==> config.mk <==
export PLATFORM = sky130hd
export DESIGN_NAME = check_err
export DESIGN_NICKNAME = d
export VERILOG_FILES = /design/src/rtl/bcd_pkg.sv /design/src/rtl/bcd_digit_check.sv /design/src/rtl/check_err.sv
export SDC_FILE = /design/constraint.sdc
export NUM_CORES = 1
export LEC_CHECK = 0
export BUFFER_PORTS_ARGS = -buffer_cell sky130_fd_sc_hd__buf_2
export CAP_MARGIN = 40
export CORE_UTILIZATION = 35
export CTS_BUF_LIST = sky130_fd_sc_hd__clkbuf_8
export DETAILED_ROUTE_END_ITERATION = 12
export PLACE_DENSITY = 0.66
export SYNTH_ARGS = -nofsm -noshare
export SYNTH_HDL_FRONTEND = slang
export SYNTH_SLANG_ARGS = --single-unit
==> constraint.sdc <==
create_clock -name clk -period 1.6 [get_ports clk]
set_clock_uncertainty 0.05 [all_clocks]
set_input_delay 0.16 -clock clk [delete_from_list [all_inputs] [get_ports clk]]
set_output_delay 0.16 -clock clk [all_outputs]
set_load 0.005 [all_outputs]
==> src/rtl/bcd_pkg.sv <==
// Shared BCD helpers: digit width, largest legal digit and the invalid-nibble test.
// Also used by the adder's +6 correction logic.
package bcd_pkg;

  localparam int          BCD_DIGIT_W = 4;
  localparam logic [3:0]  BCD_MAX     = 4'd9;

  // Nibbles 10..15 are not decimal digits.
  function automatic logic is_bad_bcd(input logic [BCD_DIGIT_W-1:0] nibble);
    return (nibble > BCD_MAX);
  endfunction

endpackage

==> src/rtl/bcd_digit_check.sv <==
// Combinational per-digit validator: bit k of err_mask flags digit k of operand as > 9.
module bcd_digit_check
  import bcd_pkg::*;
#(
  parameter int DIGITS = 1
) (
  input  logic [BCD_DIGIT_W*DIGITS-1:0] operand,
  output logic [DIGITS-1:0]             err_mask
);

  always_comb begin
    err_mask = '0;
    for (int k = 0; k < DIGITS; k++) begin
      err_mask[k] = is_bad_bcd(operand[k*BCD_DIGIT_W +: BCD_DIGIT_W]);
    end
  end

endmodule

==> src/rtl/check_err.sv <==
// Registered packed-BCD operand checker: per-digit masks, per-operand flags,
// a sticky error flag and a saturating count of erroring valid cycles.
module check_err
  import bcd_pkg::*;
#(
  parameter int DIGITS = 1,
  parameter int CNT_W  = 8
) (
  input  logic                          clk,
  input  logic                          rst_n,
  input  logic                          valid_in,
  input  logic [BCD_DIGIT_W*DIGITS-1:0] in1,
  input  logic [BCD_DIGIT_W*DIGITS-1:0] in2,
  input  logic                          clr_sticky,
  output logic                          valid_out,
  output logic                          input_err1,
  output logic                          input_err2,
  output logic [DIGITS-1:0]             err_mask1,
  output logic [DIGITS-1:0]             err_mask2,
  output logic                          err_sticky,
  output logic [CNT_W-1:0]              err_count
);

  // Handshake: there is no ready. valid_in qualifies in1/in2 for exactly the
  // cycle it is high; valid_out is high for the one cycle its results appear.
  // With valid_in low, operands are ignored and result flags hold.

  logic [DIGITS-1:0] mask1_c, mask2_c;

  bcd_digit_check #(.DIGITS(DIGITS)) u_check1 (
    .operand  (in1),
    .err_mask (mask1_c)
  );

  bcd_digit_check #(.DIGITS(DIGITS)) u_check2 (
    .operand  (in2),
    .err_mask (mask2_c)
  );

  logic              valid_q,  valid_d;
  logic              err1_q,   err1_d;
  logic              err2_q,   err2_d;
  logic [DIGITS-1:0] mask1_q,  mask1_d;
  logic [DIGITS-1:0] mask2_q,  mask2_d;
  logic              sticky_q, sticky_d;
  logic [CNT_W-1:0]  count_q,  count_d;
  logic              any_err;

  always_comb begin
    valid_d  = valid_in;
    mask1_d  = mask1_q;
    mask2_d  = mask2_q;
    err1_d   = err1_q;
    err2_d   = err2_q;
    count_d  = count_q;
    // Gate with valid_in so unknown operands on idle cycles cannot leak in.
    any_err  = valid_in && ((|mask1_c) || (|mask2_c));

    if (valid_in) begin
      mask1_d = mask1_c;
      mask2_d = mask2_c;
      err1_d  = |mask1_c;
      err2_d  = |mask2_c;
    end

    sticky_d = (sticky_q || any_err) && !clr_sticky;

    if (clr_sticky) begin
      count_d = '0;
    end else if (any_err && (count_q != {CNT_W{1'b1}})) begin
      count_d = count_q + CNT_W'(1);
    end
  end

  always_ff @(posedge clk) begin
    if (!rst_n) begin
      valid_q  <= 1'b0;
      err1_q   <= 1'b0;
      err2_q   <= 1'b0;
      mask1_q  <= '0;
      mask2_q  <= '0;
      sticky_q <= 1'b0;
      count_q  <= '0;
    end else begin
      valid_q  <= valid_d;
      err1_q   <= err1_d;
      err2_q   <= err2_d;
      mask1_q  <= mask1_d;
      mask2_q  <= mask2_d;
      sticky_q <= sticky_d;
      count_q  <= count_d;
    end
  end

  assign valid_out  = valid_q;
  assign input_err1 = err1_q;
  assign input_err2 = err2_q;
  assign err_mask1  = mask1_q;
  assign err_mask2  = mask2_q;
  assign err_sticky = sticky_q;
  assign err_count  = count_q;

endmodule

# After elaboration in Yosys (flattened, before gate mapping)
# Cells that the tools add are included.
dict set report totals {
  out_inout_bits 14
  in_bits 12
  reg_bits 12
  elab_cells 17
}
dict set report op_classes {
  order_cmp 2
  eq_ne 1
  bitwise 1
  n_reduce_logical 7
  addsub 1
}
# op count
set ops {}
lappend ops {{8-bit by 1-bit adder with 8-bit output (second input constant)} 1}
lappend ops {{4-bit > comparator (second input constant)} 2}
lappend ops {{8-bit inequality test (second input constant)} 1}
lappend ops {{1-bit logical AND} 3}
lappend ops {{1-bit logical OR} 2}
lappend ops {{2-bit OR reduction} 1}
lappend ops {{1-bit logical NOT} 1}
lappend ops {{1-bit inverter} 1}

# Longest topological paths before layout
dict set report logic_depth {
  word_depth 5
  mapped_depth 5
}

# Modules after synthesis
# A second synthesis with hierarchy kept.
dict set report unflattened {
  cells_unflattened 65
  area_unflattened_um2 559.3
}
# module instances cells_per_inst seq_area_each_um2 area_each_um2
set modules_own_cells {}
lappend modules_own_cells {check_err 1 63 240.2 544.3}
lappend modules_own_cells {bcd_digit_check 2 1 0.0 7.5}

# Worst setup path before layout
# OpenSTA, ideal clock, no wires.
dict set report synth_path {
  path_type {reg2reg}
  from {register count_q[0], in the netlist err_count[0]}
  to {register count_q[6], in the netlist err_count[6]}
  required_time_ns 1.491
  path_slack_ns -0.054
  arrival_ns 1.545
  setup_ns 0.059
  stages_incl_launch_ff 6
  period_less_slack_ns 1.654
  path_cell_list {dfxtp_1 > ha_1 > and3_1 > a22o_4 > or4_1 > nand2_1}
}
dict set report synth_via {
  elab_chain_len 2
  word_cells_on_any_way 3
  cone_classes {add/sub: 1; eq/ne: 1; reduce/logical: 1}
}
# item line_no
set synth_rtl {}
lappend synth_rtl {{from (decl)} check_err.sv:46} ;# logic [CNT_W-1:0] count_q, count_d;
lappend synth_rtl {{from (signal assigned)} check_err.sv:91} ;# count_q <= count_d;
lappend synth_rtl {{branches (longest 2 deep; another with 8-bit by 1-bit adder with 8-bit output)} n/a}
# Parallel ways; which one is timed is not known.
# A chain may end at the register's enable or synchronous reset.

# Worst setup path after layout
# Same ends and word-level chain as after synthesis.

==> impl_table.tex <==
\begin{tabular}{lr}
\hline
Metric & Value \\
\hline
\multicolumn{2}{l}{\textbf{Run status}} \\
Run status & complete, no violations \\
\multicolumn{2}{l}{\textbf{Timing}} \\
Slew margin rel. & between 70\% and 80\% \\
Tightest Pin Transition & 0.361 ns \\
Min cycle time layout & 1.54 ns \\
Final critical-path share of the clock period & between 90\% and 100\% \\
Post-route setup TNS & 0 ns \\
Final setup violating endpoints & 0 \\
Max Transition Viols Final & 0 \\
Post-route worst setup slack & 0.0636 ns \\
RSZ-0062 raised after global routing & no \\
Final hold vios & 0 \\
Highest attainable clock frequency & 651 MHz \\
\multicolumn{2}{l}{\textbf{Global routing}} \\
Initial antenna violation count & 0 \\
Number of global-route vias before repair & between 400 and 500 \\
All-Layer GR Usage & 13.9\% \\
Pin count of the biggest net entering global routing & 9 \\
Global-route wire length before repair & between 1500 and 2000 um \\
Grt total ovfl & 0 \\
\multicolumn{2}{l}{\textbf{Floorplan}} \\
I/O pins & 26 \\
Die extent in x & roughly 42 um \\
Die height & 42.2 um \\
Site row count & 14 \\
Total die area & around 0.0018 sq mm \\
CORE AREA & between 0.0015 and 0.002 sq mm \\
Initial Utilization & 37.6\% \\
\multicolumn{2}{l}{\textbf{Critical path}} \\
Crit Path Category & register to register \\
Crit path largest cell delay & 0.46 ns \\
Endpoint arrival time on the critical path & about 1.7 ns \\
Number of cells on the worst reg-to-reg path & 5 \\
CP Cell Sequence & ha\_2 -> and3\_4 -> a22o\_4 -> or4\_1 -> nand2\_1 \\
Crit-path max FO & 5 \\
Required time of the worst setup path & 1.74 ns \\
Critical Path Slowest Stage Cell & sky130\_fd\_sc\_hd\_\_or4\_1 \\
Element type at the critical path end & register \\
Startpoint class of the critical path & register \\
Minimum setup slack among reg-to-reg paths & 0.06 ns \\
\multicolumn{2}{l}{\textbf{Synth}} \\
Most frequent cells after synthesis & 12 x sky130\_fd\_sc\_hd\_\_dfxtp\_1, 4 x sky130\_fd\_sc\_hd\_\_nand2b\_1, 3 x sky130\_fd\_sc\_hd\_\_a21oi\_1, 3 x sky130\_fd\_sc\_hd\_\_nand2\_1, 3 x sky130\_fd\_sc\_hd\_\_nor2\_1 \\
Post-synthesis cell type with the largest combined area & sky130\_fd\_sc\_hd\_\_dfxtp\_1 \\
Share of async-settable or async-resettable flops after synthesis & 0\% \\
Net count after synthesis & a little over 70 \\
Synth Cell Area & 567 sq um \\
Yosys warning count & 0 \\
Count of state elements after synthesis & 12 \\
Sequential element share of the synthesized area & around 42\% \\
Avg Inst Size Synth & 9.77 sq um \\
Top-count cell post-synth & sky130\_fd\_sc\_hd\_\_dfxtp\_1 \\
Count of distinct cell types in the synthesized netlist & 30 \\
Dominant synthesized flop cell & sky130\_fd\_sc\_hd\_\_dfxtp\_1 \\
Number of instances in the synthesized netlist & 58 \\
Number of flops mapped to enable cells by yosys & 0 \\
Area share of the largest cell type after synthesis & about 42\% \\
Largest cells by area after synthesis & sky130\_fd\_sc\_hd\_\_dfxtp\_1 42\%, sky130\_fd\_sc\_hd\_\_nand2b\_1 4.4\%, sky130\_fd\_sc\_hd\_\_o211ai\_2 4.4\% \\
\multicolumn{2}{l}{\textbf{Clocking}} \\
Clock root buffer master & sky130\_fd\_sc\_hd\_\_clkbuf\_8 \\
Clock latency at the later pin of the worst-skew pair & 0.24 ns \\
TritonCTS buffer count & 3 \\
H-tree depth reported by CTS & 1 \\
TritonCTS clock tree & built \\
Clock-pin slew reported for the worst setup and hold paths after clock tree synthesis & 0.05 ns \\
Hold-fix buffers at CTS & 0 \\
Buffer levels on the longest clock path & 2 \\
Post-CTS Setup Inserts & 0 \\
Clk sinks & 12 \\
Number of instances resized during post-cts repair & 0 \\
\multicolumn{2}{l}{\textbf{Final layout}} \\
Syn-to-layout area delta & 37.1\% \\
Proportion of layout cells with a drive suffix above 1 & 46.0\% \\
Final nets & 102 \\
Final Non-Filler Cells & 103 \\
Number of antenna cells inserted & 0 \\
Number of filler cells placed in the layout & 146 \\
\multicolumn{2}{l}{\textbf{Routing}} \\
Average wire per standard cell & 11.3 um \\
Aggregate routed wire length & 1160 um \\
DRC violation count after routing & 0 \\
Number of nets with antenna violations after detailed routing & 0 \\
Drt first-iter violations & 10 \\
TritonRoute pass-1 iters & 4 \\
DR vias/cell & 5.04 \\
Vias & 519 \\
\multicolumn{2}{l}{\textbf{Power}} \\
Cell area power density & 831 mW/mm\^{}2 \\
Leakage & roughly 0.36 nW \\
Worst voltage drop across the vdd grid & 0.392 mV \\
\multicolumn{2}{l}{\textbf{Placement}} \\
RD Place Congestion & 0.709 \\
Count of buffers inserted at the top-level ports & 23 \\
Detailed Place HPWL & roughly 900 um \\
Placed insts & 99 \\
Worst slack at placement & roughly 0.028 ns \\
\multicolumn{2}{l}{\textbf{Min path}} \\
Hold path depth & 2 \\
Class of the tightest hold or removal check & input pin to register \\
\multicolumn{2}{l}{\textbf{Run}} \\
Max-capacitance violation count & 0 \\
\hline
\end{tabular}
-- worst max-delay path, delay by kind of cell, from the launching register on --
kind                       cells  cell delay [ns]
and+or+nand+nor                3             0.71
DFF                            1             0.31
AOI/OAI and AO/OA              1             0.23
adders and majority gates      1             0.18
-- placed cells by master, fill, tap and decap left out, types with 2 or more instances in the layout --
| master | count |
|---|---|
| sky130_fd_sc_hd__a21boi_0 | 2 |
| sky130_fd_sc_hd__a21oi_1 | 3 |
| sky130_fd_sc_hd__buf_2 | 23 |
| sky130_fd_sc_hd__buf_4 | 6 |
| sky130_fd_sc_hd__clkbuf_8 | 3 |
| sky130_fd_sc_hd__dfxtp_1 | 12 |
| sky130_fd_sc_hd__inv_1 | 2 |
| sky130_fd_sc_hd__mux2i_1 | 2 |
| sky130_fd_sc_hd__nand2_1 | 3 |
| sky130_fd_sc_hd__nand2b_1 | 4 |
| sky130_fd_sc_hd__nand3_1 | 2 |
| sky130_fd_sc_hd__nor2_1 | 3 |
| sky130_fd_sc_hd__o211ai_2 | 2 |
| sky130_fd_sc_hd__o21ai_1 | 2 |
| sky130_fd_sc_hd__or3_1 | 2 |
-- worst paths after layout --
kind                     start      endpoint
setup / recovery  err_count[0]  err_count[6]
hold / removal           rst_n     valid_out
setup reg to reg  err_count[0]  err_count[6]
hold reg to reg     err_sticky    err_sticky
-- sequential cells by signal (all words and copies together), names as in the netlist --
register / flops
err_count: 8
valid_out: 1
err_sticky: 1
err_mask1: 1
err_mask2: 1
-- power breakdown --
group | switching, mW | internal (mW)
clock | 0.107 | 0.166
combinational | 0.0295 | 0.0345
sequential | 0.00320 | 0.306
-- through the flow --
step | hold WS, ns | power [mW] | instance area (sq um) | utilization, %
global route | 0.159 | 0.673 | 777 | 51.6
CTS | 0.159 | 0.647 | 769 | 51.1
finish | 0.155 | 0.646 | 777 | 51.6
global placement | 0.396 | 0.377 | 728 | 48.3
floorplan | 0.246 | 0.349 | 574 | -
detailed placement | 0.399 | 0.378 | 728 | 48.3
-- logic make-up after synthesis --
| group | count (synthesis) | synth area share [%] |
|---|---|---|
| AO/OA/AOI/OAI | 14 | 21.4 |
| XOR/XNOR | 2 | 3.09 |
| AND/OR/NAND/NOR | 22 | 22.7 |
| flip-flops | 12 | 42.4 |
| buffers and inverters | 5 | 4.63 |
| adder cells (fa/ha/maj) | 1 | 2.21 |
| multiplexers | 2 | 3.53 |
-- cell type report --
type                       instances  area (sq um)  area share [%]
multi-input combinational         41           308            39.6
sequential                        12           240            30.9
timing repair buffer              29           160            20.6
clock buffer                       3          41.3            5.31
tap                               16          20.0            2.58
inverter                           2          7.51           0.966
-- layer usage --
metal	share of wire [%]	GRT usage, %
met5	0	0
met4	0.69	4.38
met3	7.7	5.60
met2	45	23.1
met1	46	16.4
(Power assumes the default switching activity.)
